### config.mk
export PLATFORM = sky130hd
export DESIGN_NAME = io_port_device
export DESIGN_NICKNAME = d
export VERILOG_FILES = /design/src/rtl/io_pkg.sv /design/src/rtl/sync_fifo.sv /design/src/rtl/io_port_device.sv
export SDC_FILE = /design/constraint.sdc
export NUM_CORES = 1
export LEC_CHECK = 0
export ABC_AREA = 1
export ABC_CLOCK_PERIOD_IN_PS = 7000
export BUFFER_PORTS_ARGS = -buffer_cell sky130_fd_sc_hd__buf_2
export CAP_MARGIN = 20
export CORE_MARGIN = 1
export CORE_UTILIZATION = 40
export CTS_CLUSTER_SIZE = 8
export DETAILED_ROUTE_END_ITERATION = 10
export SLEW_MARGIN = 20
export SYNTH_ARGS = -nofsm -noshare
export SYNTH_HDL_FRONTEND = slang
export SYNTH_HIERARCHICAL = 1
export SYNTH_SLANG_ARGS = --single-unit
### constraint.sdc
create_clock -name clk -period 7 [get_ports clk]
set_clock_uncertainty 0.2 [all_clocks]
set_input_delay 1.4 -clock clk [delete_from_list [all_inputs] [get_ports clk]]
set_output_delay 1.4 -clock clk [all_outputs]
set_load 0.1 [all_outputs]
### src/rtl/io_pkg.sv
// rtl/io_pkg.sv - shared constants and types for the IO port device
package io_pkg;
    localparam int DATA_WIDTH_DEFAULT = 16;
    typedef logic [DATA_WIDTH_DEFAULT-1:0] io_word_t;
endpackage

### src/rtl/sync_fifo.sv
// rtl/sync_fifo.sv - single-clock FIFO with registered occupancy count
// Callers qualify wr_en/rd_en; a write while full is legal only alongside a read.
module sync_fifo
    import io_pkg::*;
#(
    parameter int WIDTH = DATA_WIDTH_DEFAULT,
    parameter int DEPTH = 8,
    localparam int AW = $clog2(DEPTH),
    localparam int CW = AW + 1
) (
    input  logic             clk,
    input  logic             reset,
    input  logic             wr_en,
    input  logic [WIDTH-1:0] wr_data,
    input  logic             rd_en,
    output logic [WIDTH-1:0] rd_data,
    output logic [CW-1:0]    count,
    output logic             full,
    output logic             empty
);
    logic [WIDTH-1:0] mem [DEPTH];
    logic [AW-1:0]    wr_ptr;
    logic [AW-1:0]    rd_ptr;

    always_ff @(posedge clk or posedge reset) begin
        if (reset) begin
            wr_ptr <= '0;
            rd_ptr <= '0;
            count  <= '0;
        end else begin
            if (wr_en) wr_ptr <= wr_ptr + 1'b1;
            if (rd_en) rd_ptr <= rd_ptr + 1'b1;
            case ({wr_en, rd_en})
                2'b10:   count <= count + 1'b1;
                2'b01:   count <= count - 1'b1;
                default: count <= count;
            endcase
        end
    end

    // Storage needs no reset; validity is tracked by the pointers and count.
    always_ff @(posedge clk) begin
        if (wr_en) mem[wr_ptr] <= wr_data;
    end

    assign rd_data = mem[rd_ptr];
    assign full    = (count == CW'(DEPTH));
    assign empty   = (count == '0);
endmodule

### src/rtl/io_port_device.sv
// rtl/io_port_device.sv - processor-facing IO peripheral with input and output FIFOs
module io_port_device
    import io_pkg::*;
#(
    parameter int DATA_WIDTH = DATA_WIDTH_DEFAULT,
    parameter int IN_DEPTH   = 8,
    parameter int OUT_DEPTH  = 8
) (
    input  logic                         clk,
    input  logic                         reset,
    input  logic                         ioe,
    input  logic                         ior,
    input  logic                         iow,
    input  logic [DATA_WIDTH-1:0]        port_out,
    output logic [DATA_WIDTH-1:0]        port_in,
    input  logic                         in_wr_valid,
    input  logic [DATA_WIDTH-1:0]        in_wr_data,
    output logic                         in_wr_ready,
    output logic                         out_rd_valid,
    output logic [DATA_WIDTH-1:0]        out_rd_data,
    input  logic                         out_rd_ready,
    output logic [$clog2(IN_DEPTH):0]    in_count,
    output logic [$clog2(OUT_DEPTH):0]   out_count,
    output logic                         in_underrun,
    output logic                         out_overflow
);
    logic                  rd_stb;
    logic                  wr_stb;
    logic                  write_pending;
    logic                  in_full;
    logic                  in_empty;
    logic                  in_push;
    logic                  in_pop;
    logic [DATA_WIDTH-1:0] in_head;
    logic                  out_full;
    logic                  out_empty;
    logic                  out_push;
    logic                  out_pop;

    assign rd_stb = ioe & ior;
    assign wr_stb = ioe & iow;

    assign in_wr_ready = ~in_full;
    assign in_push     = in_wr_valid & ~in_full;
    assign in_pop      = rd_stb & ~in_empty;

    // A capture into a full output FIFO still fits when the host pops that cycle.
    assign out_rd_valid = ~out_empty;
    assign out_pop      = out_rd_ready & ~out_empty;
    assign out_push     = write_pending & (~out_full | out_pop);

    sync_fifo #(.WIDTH(DATA_WIDTH), .DEPTH(IN_DEPTH)) u_in_fifo (
        .clk     (clk),
        .reset   (reset),
        .wr_en   (in_push),
        .wr_data (in_wr_data),
        .rd_en   (in_pop),
        .rd_data (in_head),
        .count   (in_count),
        .full    (in_full),
        .empty   (in_empty)
    );

    sync_fifo #(.WIDTH(DATA_WIDTH), .DEPTH(OUT_DEPTH)) u_out_fifo (
        .clk     (clk),
        .reset   (reset),
        .wr_en   (out_push),
        .wr_data (port_out),
        .rd_en   (out_pop),
        .rd_data (out_rd_data),
        .count   (out_count),
        .full    (out_full),
        .empty   (out_empty)
    );

    // port_out is registered in the processor, so the capture lags the strobe by one edge.
    always_ff @(posedge clk or posedge reset) begin
        if (reset) begin
            port_in       <= '0;
            write_pending <= 1'b0;
            in_underrun   <= 1'b0;
            out_overflow  <= 1'b0;
        end else begin
            if (!in_empty) port_in <= in_head;
            write_pending <= wr_stb;
            if (rd_stb && in_empty) in_underrun <= 1'b1;
            if (write_pending && out_full && !out_pop) out_overflow <= 1'b1;
        end
    end
endmodule

; ---- Word-level counts from Yosys, hierarchy flattened
; Memories as Yosys holds them, arrays and structs flattened. A register that Yosys moved wholly into a read port is not among the register bits.
; Index checks and enable logic that the tools add are counted.
[classes]
addsub = 8
eq_ne = 6
mux = 6
n_bitwise = 11
reduce_logical = 9
[ops]
columns = cell, n
row1 = 4-bit one-hot mux with 2 select lines, 2
row2 = "3-bit by 1-bit adder with 3-bit output, second input constant", 4
row3 = "4-bit by 1-bit adder with 4-bit output, second input constant", 2
row4 = "4-bit == test, second input constant", 2
row5 = 4-bit logical NOT, 2
row6 = "4-bit by 1-bit subtractor with 4-bit output, second input constant", 2
row7 = 1-bit AND, 6
row8 = "2-bit by 1-bit == test with 1-bit output, second input constant", 2
row9 = "2-bit == test, second input constant", 2
row10 = 1-bit 2-to-1 mux, 4
row11 = 1-bit inverter, 4
row12 = 2-bit nonzero test, 2
row13 = 1-bit logical AND, 3
row14 = 1-bit logical NOT, 2
row15 = 1-bit OR, 1
[totals]
register_bits = 23
ram_bits = 256
inputBits = 39
output_inout_bits = 44
word_cells = 51
n_memories = 2
[memory_table]
columns = memory, depth, word_bits, rd, rd_ports_with_merged_regs, write_ports, line
row1 = u_in_fifo.mem, 8, 16, 1, 1, 1, sync_fifo.sv:21  ; logic [WIDTH-1:0] mem [DEPTH];
row2 = u_out_fifo.mem, 8, 16, 1, 0, 1, sync_fifo.sv:21

; ---- Depth between registers and ports, before layout
; Gate-level depths: netlist of the first run.
[logic_depth]
depth_word = 7
mapped_depth = 15
ltp_nobuf = 15

; ---- Hierarchy
; The synthesis of the first run kept the hierarchy.
[modules_own_cells]
columns = mod, instances, cells_per_inst, area_per_inst_um2, seq_area_each_um2
row1 = sync_fifo, 2, 471, 5626.6, 4093.9
row2 = io_port_device, 1, 90, 777.0, 475.5

; ---- Worst setup path before layout of the first run
; No wires, ideal clock.
[synth_path]
path_kind = reg2reg
start = reg u_out_fifo.count[0]
end = mem u_out_fifo/mem[0][0] (netlist name) (enable)
setup_ps = 388
t_arrival_ps = 3531
required_ps = 6412
path_slack_ps = 2881
path_stages_with_launch = 9
n_path_buf = 0
synth_period_minus_slack_ps = 4119
cell_sequence = dfrtp_1 -> or2_2 -> nor3_1 -> inv_1 -> nand2_1 -> a21oi_1 -> inv_1 -> or2_2 -> nor2_1
[synth_via]
elab_chain_cells = 7
elab_cells_between_ends = 9
cone_classes = eq/ne (1) / mux (2) / bitwise (5) / reduce/logical (1)
[synth_rtl]
columns = item, line
row1 = from (decl), sync_fifo.sv:17  ; output logic [CW-1:0] count,
row2 = from (signal assigned), sync_fifo.sv:34  ; 2'b10: count <= count + 1'b1;
row3 = from (signal assigned), sync_fifo.sv:35  ; 2'b01: count <= count - 1'b1;
row4 = from (signal assigned), sync_fifo.sv:36  ; default: count <= count;
row5 = 4-bit logical NOT, sync_fifo.sv:48  ; assign empty = (count == '0);
row6 = net out_empty, io_port_device.sv:36  ; logic out_empty;
row7 = 1-bit inverter, n/a
row8 = net out_rd_valid, io_port_device.sv:19  ; output logic out_rd_valid,
row9 = 1-bit AND, io_port_device.sv:49  ; assign out_pop = out_rd_ready & ~out_empty;
row10 = 1-bit OR, io_port_device.sv:50  ; assign out_push = write_pending & (~out_full | out_pop);
row11 = 1-bit AND, io_port_device.sv:50
row12 = net out_push, io_port_device.sv:37  ; logic out_push;
row13 = 1-bit 2-to-1 mux, sync_fifo.sv:43  ; if (wr_en) mem[wr_ptr] <= wr_data;
row14 = 1-bit 2-to-1 mux (implied by the code), sync_fifo.sv:43
row15 = to (decl), sync_fifo.sv:21
; The timed path passes the listed nets, and every way through them passes these cells.

; ---- Worst setup path after layout of the first run
[layout_path]
start = reg u_out_fifo.rd_ptr[0]
end = out out_rd_data[15]
[layout_via]
elab_chain_cells = 1
[layout_rtl]
columns = item, line
row1 = from (decl), sync_fifo.sv:23  ; logic [AW-1:0] rd_ptr;
row2 = from (signal assigned), sync_fifo.sv:32  ; if (rd_en) rd_ptr <= rd_ptr + 1'b1;
row3 = memory 8 x 16 bit, n/a
row4 = to (decl), io_port_device.sv:20  ; output logic [DATA_WIDTH-1:0] out_rd_data,
; No other way between the ends.

==> impl_metrics.toml, run 1 <==
[finish]
drive_above_1_share_pct = 14.1
fillerInstances = 2673
finalNetCount = 1178
area.growth.synth_to_final_pct = 16.3

[die]
fp.dieH_um = 175
site_row_count = 63
die_x_um = 175
design.core.area_mm2 = 0.0296
num_io_pins = 83
die-area_mm2 = 0.0308
initial_utilization_pct = 40.6

[logic_synthesis]
synth.largest_area_cell = "sky130_fd_sc_hd__edfxtp_1"
synth_top_cells_by_area = "sky130_fd_sc_hd__edfxtp_1 64%, sky130_fd_sc_hd__dfrtp_1 8.1%, sky130_fd_sc_hd__nor2_1 6.8%"
postSynthAreaPerCell_um2 = 11.7
synth.top_cells.by_count = "256 x sky130_fd_sc_hd__edfxtp_1, 218 x sky130_fd_sc_hd__nor2_1, 174 x sky130_fd_sc_hd__nand2_1"
synth_warnings = 6
yosys_register_bits = 295
synthesis.nets = 1081
syn-cell-area_mm2 = 0.0120
synth_most_common_cell = "sky130_fd_sc_hd__edfxtp_1"
synth_ff_type = "sky130_fd_sc_hd__edfxtp_1"
async_flop_share_pct = 13.2
synth_cells = 1032
portion_of_synthesized_cell_area_occupied_by_the_leading_cell_type_pct = 63.9
netlist-cell-type-count = 24
synth-edff-count = 256
yosysSeqAreaShare_pct = 72.0

[job]
drv_cap = 0

[critical_path]
critical_path_buf_inv_count = 3
setup.reg_to_reg.worst_slack_ns = 3.87
required_ns = 5.40
data_arrival_critical_path_ns = 3.32
setup.worst_path.start_class = "register"
critical_path.top_delay_family = "buffers and inverters"
crit_path_cell_trace = "buf_4 -> clkinv_2 -> o21ai_0 -> o21ai_0 -> nand2_1 -> nand2_1 -> buf_2"
worst_setup_path_end_kind = "output port"
kind_of_critical_path = "reg -> out"
worst_path_cell_with_the_longest_stage_delay = "sky130_fd_sc_hd__clkinv_2"
worst_path_largest_cell_delay_ns = 0.90
worst-path-max-fanout = 67

[route]
routed-via-count = 7623
vias_per_inst = 4.91
drt_pre_antenna_iters = 5
drt_wl_total_um = 25900
antenna_left = 0
post_drt_wl_per_cell_um = 16.7
drc_errors = 0
drtIter0Drc = 498

[clock_tree]
postCtsSetupRepairBufs = 0
clock_sinks = 295
root_buffer = "sky130_fd_sc_hd__clkbuf_16"
clkSlewWorstSetupHoldPaths_ns = 0.05
clockBufferDepth = 3
clk-insertion-delay-late_ns = 0.52
post_cts_resized = 0
number_of_clock_buffers_inserted_by_tritoncts = 42
htree_num_levels = 2
tritoncts = "built"
cts_hold_buffers = 0

[sta]
report.final.slew_viol_count = 0
transition_time_at_the_pin_with_the_least_slew_margin_ns = 1.09
setup_viols_final = 0
final.setup.tns_ns = 0
post-route-period-util_pct = 70.3
max_freq_ghz = 0.203
timing.final.hold_violations = 0
timing.final.crit_period_ns = 4.92
worst_hold_margin_ns = 0.260
unrepaired_setup_endpoints_after_global_routing = "false"
worst_slew_margin_rel_pct = 27.0

[grt]
first_pass_grt_wire_length_um = 40600
via_count_of_the_first_global_routing_pass = 7483
grt_util_all_layers_pct = 17.1
largest_net_degree_at_the_start_of_global_routing = 68
grt_remaining_overflow = 0
number_of_antenna_violations_at_the_first_check_in_global_routing = 5

[worst_hold_path]
hold_path.class = "reg -> reg"

[run_status]
status = "completed"

[place]
place_hpwl_um = 14200
gp_routability_congestion = 0.730
port_buffers = 82
-- per-stage QoR --
| step | std cells | util, % | worst slack (ns) | instance area, µm² |
|---|---|---|---|---|
| finish | 1553 | 47.2 | 2.08 | 14000 |
| global route | 1552 | 47.2 | 1.76 | 14000 |
| CTS | 1552 | 47.2 | 2.25 | 14000 |
| detailed placement | 1475 | 43.0 | 2.80 | 12800 |
| global placement | 1475 | 43.0 | 2.86 | 12800 |
| floorplan | 1032 | - | 2.88 | 12000 |
-- layout by cell type, fill, tap and decap left out, drive strengths merged --
cell / count
a21oi: 3
a31oi: 2
buf: 102
clkbuf: 75
clkinv: 4
dfrtp: 39
diode: 1
edfxtp: 256
ha: 10
inv: 45
mux2: 2
nand2: 174
nand3: 6
nor2: 218
nor3: 2
o21ai: 207
o21bai: 1
or2: 6
xnor2: 4
xor2: 6
-- routing by layer --
metal / up-vias / wire [µm] / track usage, %
met5: - / 43 / 0
met1: 3681 / 10800 / 20.3
li1: 3746 / - / -
met2: 126 / 13300 / 30.9
met4: 8 / 565 / 4.96
met3: 62 / 1200 / 3.83
-- worst reg2reg max path, cell delays in order (launching register included) --
cell                       delay, ns
sky130_fd_sc_hd__dfrtp_2        0.33
sky130_fd_sc_hd__buf_4          0.59
sky130_fd_sc_hd__clkinv_2       0.97
sky130_fd_sc_hd__o21ai_0        0.46
sky130_fd_sc_hd__o21ai_0        0.15
sky130_fd_sc_hd__nand2_1        0.09
sky130_fd_sc_hd__nand2_1        0.10
sky130_fd_sc_hd__nand2_1        0.09
sky130_fd_sc_hd__nand2_1        0.05
-- layout make-up --
class | instances | area, µm² | share of cell area (%)
Clock buffer | 75 | 1200 | 8.55
Antenna cell | 1 | 2.50 | 0.0179
Multi-Input combinational cell | 641 | 2870 | 20.5
Tap cell | 390 | 488 | 3.49
Sequential cell | 295 | 8670 | 61.9
Timing Repair Buffer | 102 | 561 | 4.00
Clock inverter | 2 | 32.5 | 0.232
Inverter | 47 | 179 | 1.28
-- cell families after synthesis --
logic type	Yosys count	share of synthesized area, %
compound gates	213	8.90
xor+xnor	10	0.728
mux	2	0.187
simple gates	406	12.9
buf+inv	96	4.25
flops	295	72.0
fa+ha+maj	10	1.04
-- state kept, by name (all words and copies together) (netlist names) --
name / count
u_in_fifo/mem: 128
u_out_fifo/rd_ptr: 3
u_out_fifo/wr_ptr: 3
u_in_fifo/wr_ptr: 3
port_in: 16
u_in_fifo/count: 4
write_pending: 1
u_out_fifo/count: 4
out_overflow: 1
u_in_fifo/rd_ptr: 3
u_out_fifo/mem: 128
in_underrun: 1
-- worst paths after layout --
kind                                             startpoint                              end  cells past startpoint
max in group asynchronous                             reset           port_in[4]$_DFFE_PP0N_                      2
max                        u_out_fifo/rd_ptr[0]$_DFFE_PP0P_                  out_rd_data[15]                      7
min in group asynchronous                             reset  u_in_fifo/wr_ptr[0]$_DFFE_PP0P_                      2
min                                out_overflow$_DFFE_PP0P_         out_overflow$_DFFE_PP0P_                      2
min reg2reg                        out_overflow$_DFFE_PP0P_         out_overflow$_DFFE_PP0P_                      2
max reg2reg                 u_in_fifo/rd_ptr[0]$_DFFE_PP0P_           port_in[0]$_DFFE_PP0N_                      8
Power of run 1 is left out: the tool's default activity adds up to more than one toggle a clock period on the data nets, which glitch-free logic cannot reach.
==> run 2, diff against run 1 <==
ABC_AREA = 0   (was 1)
ABC_CLOCK_PERIOD_IN_PS = 4300   (was 7000)
clock period = 4.3 ns   (was 7 ns; I/O delays follow)
==> impl_metrics.toml, run 2 <==
[clock_tree]
root_buffer = "sky130_fd_sc_hd__clkbuf_16"
clock_sinks = 295
postCtsSetupRepairBufs = 0
clockBufferDepth = 3
clk-insertion-delay-late_ns = 0.51
htree_num_levels = 2
cts_hold_buffers = 0
clkSlewWorstSetupHoldPaths_ns = 0.05
post_cts_resized = 0
tritoncts = "built"
number_of_clock_buffers_inserted_by_tritoncts = 42

[logic_synthesis]
portion_of_synthesized_cell_area_occupied_by_the_leading_cell_type_pct = 64.8
yosysSeqAreaShare_pct = 73.1
synth_most_common_cell = "sky130_fd_sc_hd__edfxtp_1"
synth-simple-area-share_pct = 2.33
synthesis.nets = 592
synth_warnings = 6
synth.largest_area_cell = "sky130_fd_sc_hd__edfxtp_1"
synth_cells = 543
synth_ff_type = "sky130_fd_sc_hd__edfxtp_1"
combinational_family_with_the_most_area_after_synthesis = "multiplexers"
yosys_register_bits = 295
postSynthAreaPerCell_um2 = 21.8
syn-cell-area_mm2 = 0.0119
netlist-cell-type-count = 35
synthAdderAreaFrac_pct = 1.06
synth_xor_area_share_pct = 1.03
async_flop_share_pct = 13.2
synth-edff-count = 256
synth_top_cells_by_area = "sky130_fd_sc_hd__edfxtp_1 65%, sky130_fd_sc_hd__mux4_1 11%, sky130_fd_sc_hd__dfrtp_1 8.2%"
synth.top_cells.by_count = "256 x sky130_fd_sc_hd__edfxtp_1, 50 x sky130_fd_sc_hd__mux4_1, 46 x sky130_fd_sc_hd__mux2_2"
muxShareOfSynthArea_pct = 19.3
synth-compound-area-share_pct = 1.10

[critical_path]
worst_setup_path_end_kind = "output port"
worst-path-max-fanout = 24
data_arrival_critical_path_ns = 2.72
kind_of_critical_path = "reg -> out"
required_ns = 3.24
r2r_cells = 9
setup.worst_path.start_class = "register"

[route]
drtIter0Drc = 317
post_drt_wl_per_cell_um = 21.2
antenna_left = 0
routed-via-count = 5577
drt_wl_total_um = 22800
drc_errors = 0
vias_per_inst = 5.17
drt_pre_antenna_iters = 4

[sta]
worst_slew_margin_rel_pct = 37.2
max_freq_ghz = 0.265
final.setup.tns_ns = 0
postLayoutSetupSlackWorst_ns = 0.522
report.final.slew_viol_count = 0
timing.final.hold_violations = 0
timing.final.crit_period_ns = 3.78
transition_time_at_the_pin_with_the_least_slew_margin_ns = 0.941
setup_viols_final = 0
unrepaired_setup_endpoints_after_global_routing = "false"
worst_hold_margin_ns = 0.176
post-route-period-util_pct = 87.9

[die]
num_io_pins = 83
site_row_count = 62
design.core.area_mm2 = 0.0289
fp.dieH_um = 174
die_x_um = 174
die-area_mm2 = 0.0303
initial_utilization_pct = 41.0

[place]
post_dp_cell_area_mm2 = 0.0127
detailedPlace.worstSlack_ns = 1.03
place_hpwl_um = 12800
port_buffers = 82
gp_routability_congestion = 0.682

[grt]
largest_net_degree_at_the_start_of_global_routing = 35
number_of_antenna_violations_at_the_first_check_in_global_routing = 3
via_count_of_the_first_global_routing_pass = 5897
grt_util_all_layers_pct = 15.4
grt_remaining_overflow = 0
first_pass_grt_wire_length_um = 34800

[finish]
most_common_cell_after_layout_fill_and_taps_aside = "sky130_fd_sc_hd__edfxtp_1"
area.growth.synth_to_final_pct = 17.5
finalNetCount = 714
layout_top_registers = "u_in_fifo/mem: 128 flops, u_out_fifo/mem: 128 flops, port_in: 16 flops"
drive_above_1_share_pct = 32.9
finish.instance_area_mm2 = 0.0139
fillerInstances = 2389
final_cell_mix = "256 x sky130_fd_sc_hd__edfxtp_1, 82 x sky130_fd_sc_hd__buf_2, 50 x sky130_fd_sc_hd__mux4_1"

[run_status]
status = "completed"

[worst_hold_path]
hold_path.class = "in -> async"

[job]
drv_cap = 0
==> run 2: changes by cell type in the layout (fill, tap and decap cells not counted), moves of 33 or more <==
cell / delta
sky130_fd_sc_hd__inv_1: -33
sky130_fd_sc_hd__nand2_1: -165
sky130_fd_sc_hd__o21ai_0: -91
sky130_fd_sc_hd__mux2_2: +44
sky130_fd_sc_hd__o21ai_1: -116
sky130_fd_sc_hd__nor2_1: -202
sky130_fd_sc_hd__mux4_1: +50
==> run 2: logic make-up after synthesis <==
logic type	count (synthesis)
AOI/OAI and AO/OA	15
xor gates and xnor gates	14
adders and majority gates	10
buffers and inverters	38
DFF	295
muxes	120
and+or+nand+nor	51
==> run 2: routing by layer <==
layer | vias to the layer above | wire length (µm) | GRT usage [%]
li1 | 2504 | - | -
met1 | 2897 | 9340 | 18.8
met2 | 127 | 11900 | 27.2
met3 | 47 | 1060 | 3.41
met4 | 2 | 535 | 4.64
met5 | - | 13 | 0
==> run 2: path summary, 6_finish.rpt <==
path	start	end	slack, ns
max	u_out_fifo/rd_ptr[0]$_DFFE_PP0P_	out_rd_data[10]	0.52
min in group clk	out_overflow$_DFFE_PP0P_	out_overflow$_DFFE_PP0P_	0.26
min reg2reg	out_overflow$_DFFE_PP0P_	out_overflow$_DFFE_PP0P_	0.26
max reg2reg	u_out_fifo/count[0]$_DFFE_PP0P_	u_out_fifo/count[3]$_DFFE_PP0P_	1.33
max in group asynchronous	reset	port_in[10]$_DFFE_PP0N_	3.20
min	reset	u_in_fifo/rd_ptr[1]$_DFFE_PP0P_	0.18
==> run 2: metrics by stage <==
| step | instances | utilization (%) |
|---|---|---|
| 6_report | 1078 | 48.2 |
| 5_1_grt | 1077 | 48.2 |
| 4_1_cts | 1077 | 48.2 |
| 3_5_place_dp | 1005 | 44.0 |
| 3_3_place_gp | 1005 | 44.0 |
| 2_1_floorplan | 543 | - |
==> run 2: layout make-up <==
cell class	count	area [µm²]	area share, %
sequential	295	8660	62.2
multi-input combinational	210	2970	21.3
clock buffer	71	1180	8.47
timing repair buffer	104	588	4.22
tap	384	480	3.45
inverter	12	45.0	0.323
clock inverter	1	8.76	0.0628
antenna	1	2.50	0.0180
==> run 2: critical path, cell delays in order (launching register included) <==
cell	delay, ns
sky130_fd_sc_hd__dfrtp_1	0.75
sky130_fd_sc_hd__buf_12	0.29
sky130_fd_sc_hd__mux4_1	0.58
sky130_fd_sc_hd__mux2_2	0.29
sky130_fd_sc_hd__buf_2	0.29
Power of run 2 is left out for the same reason.
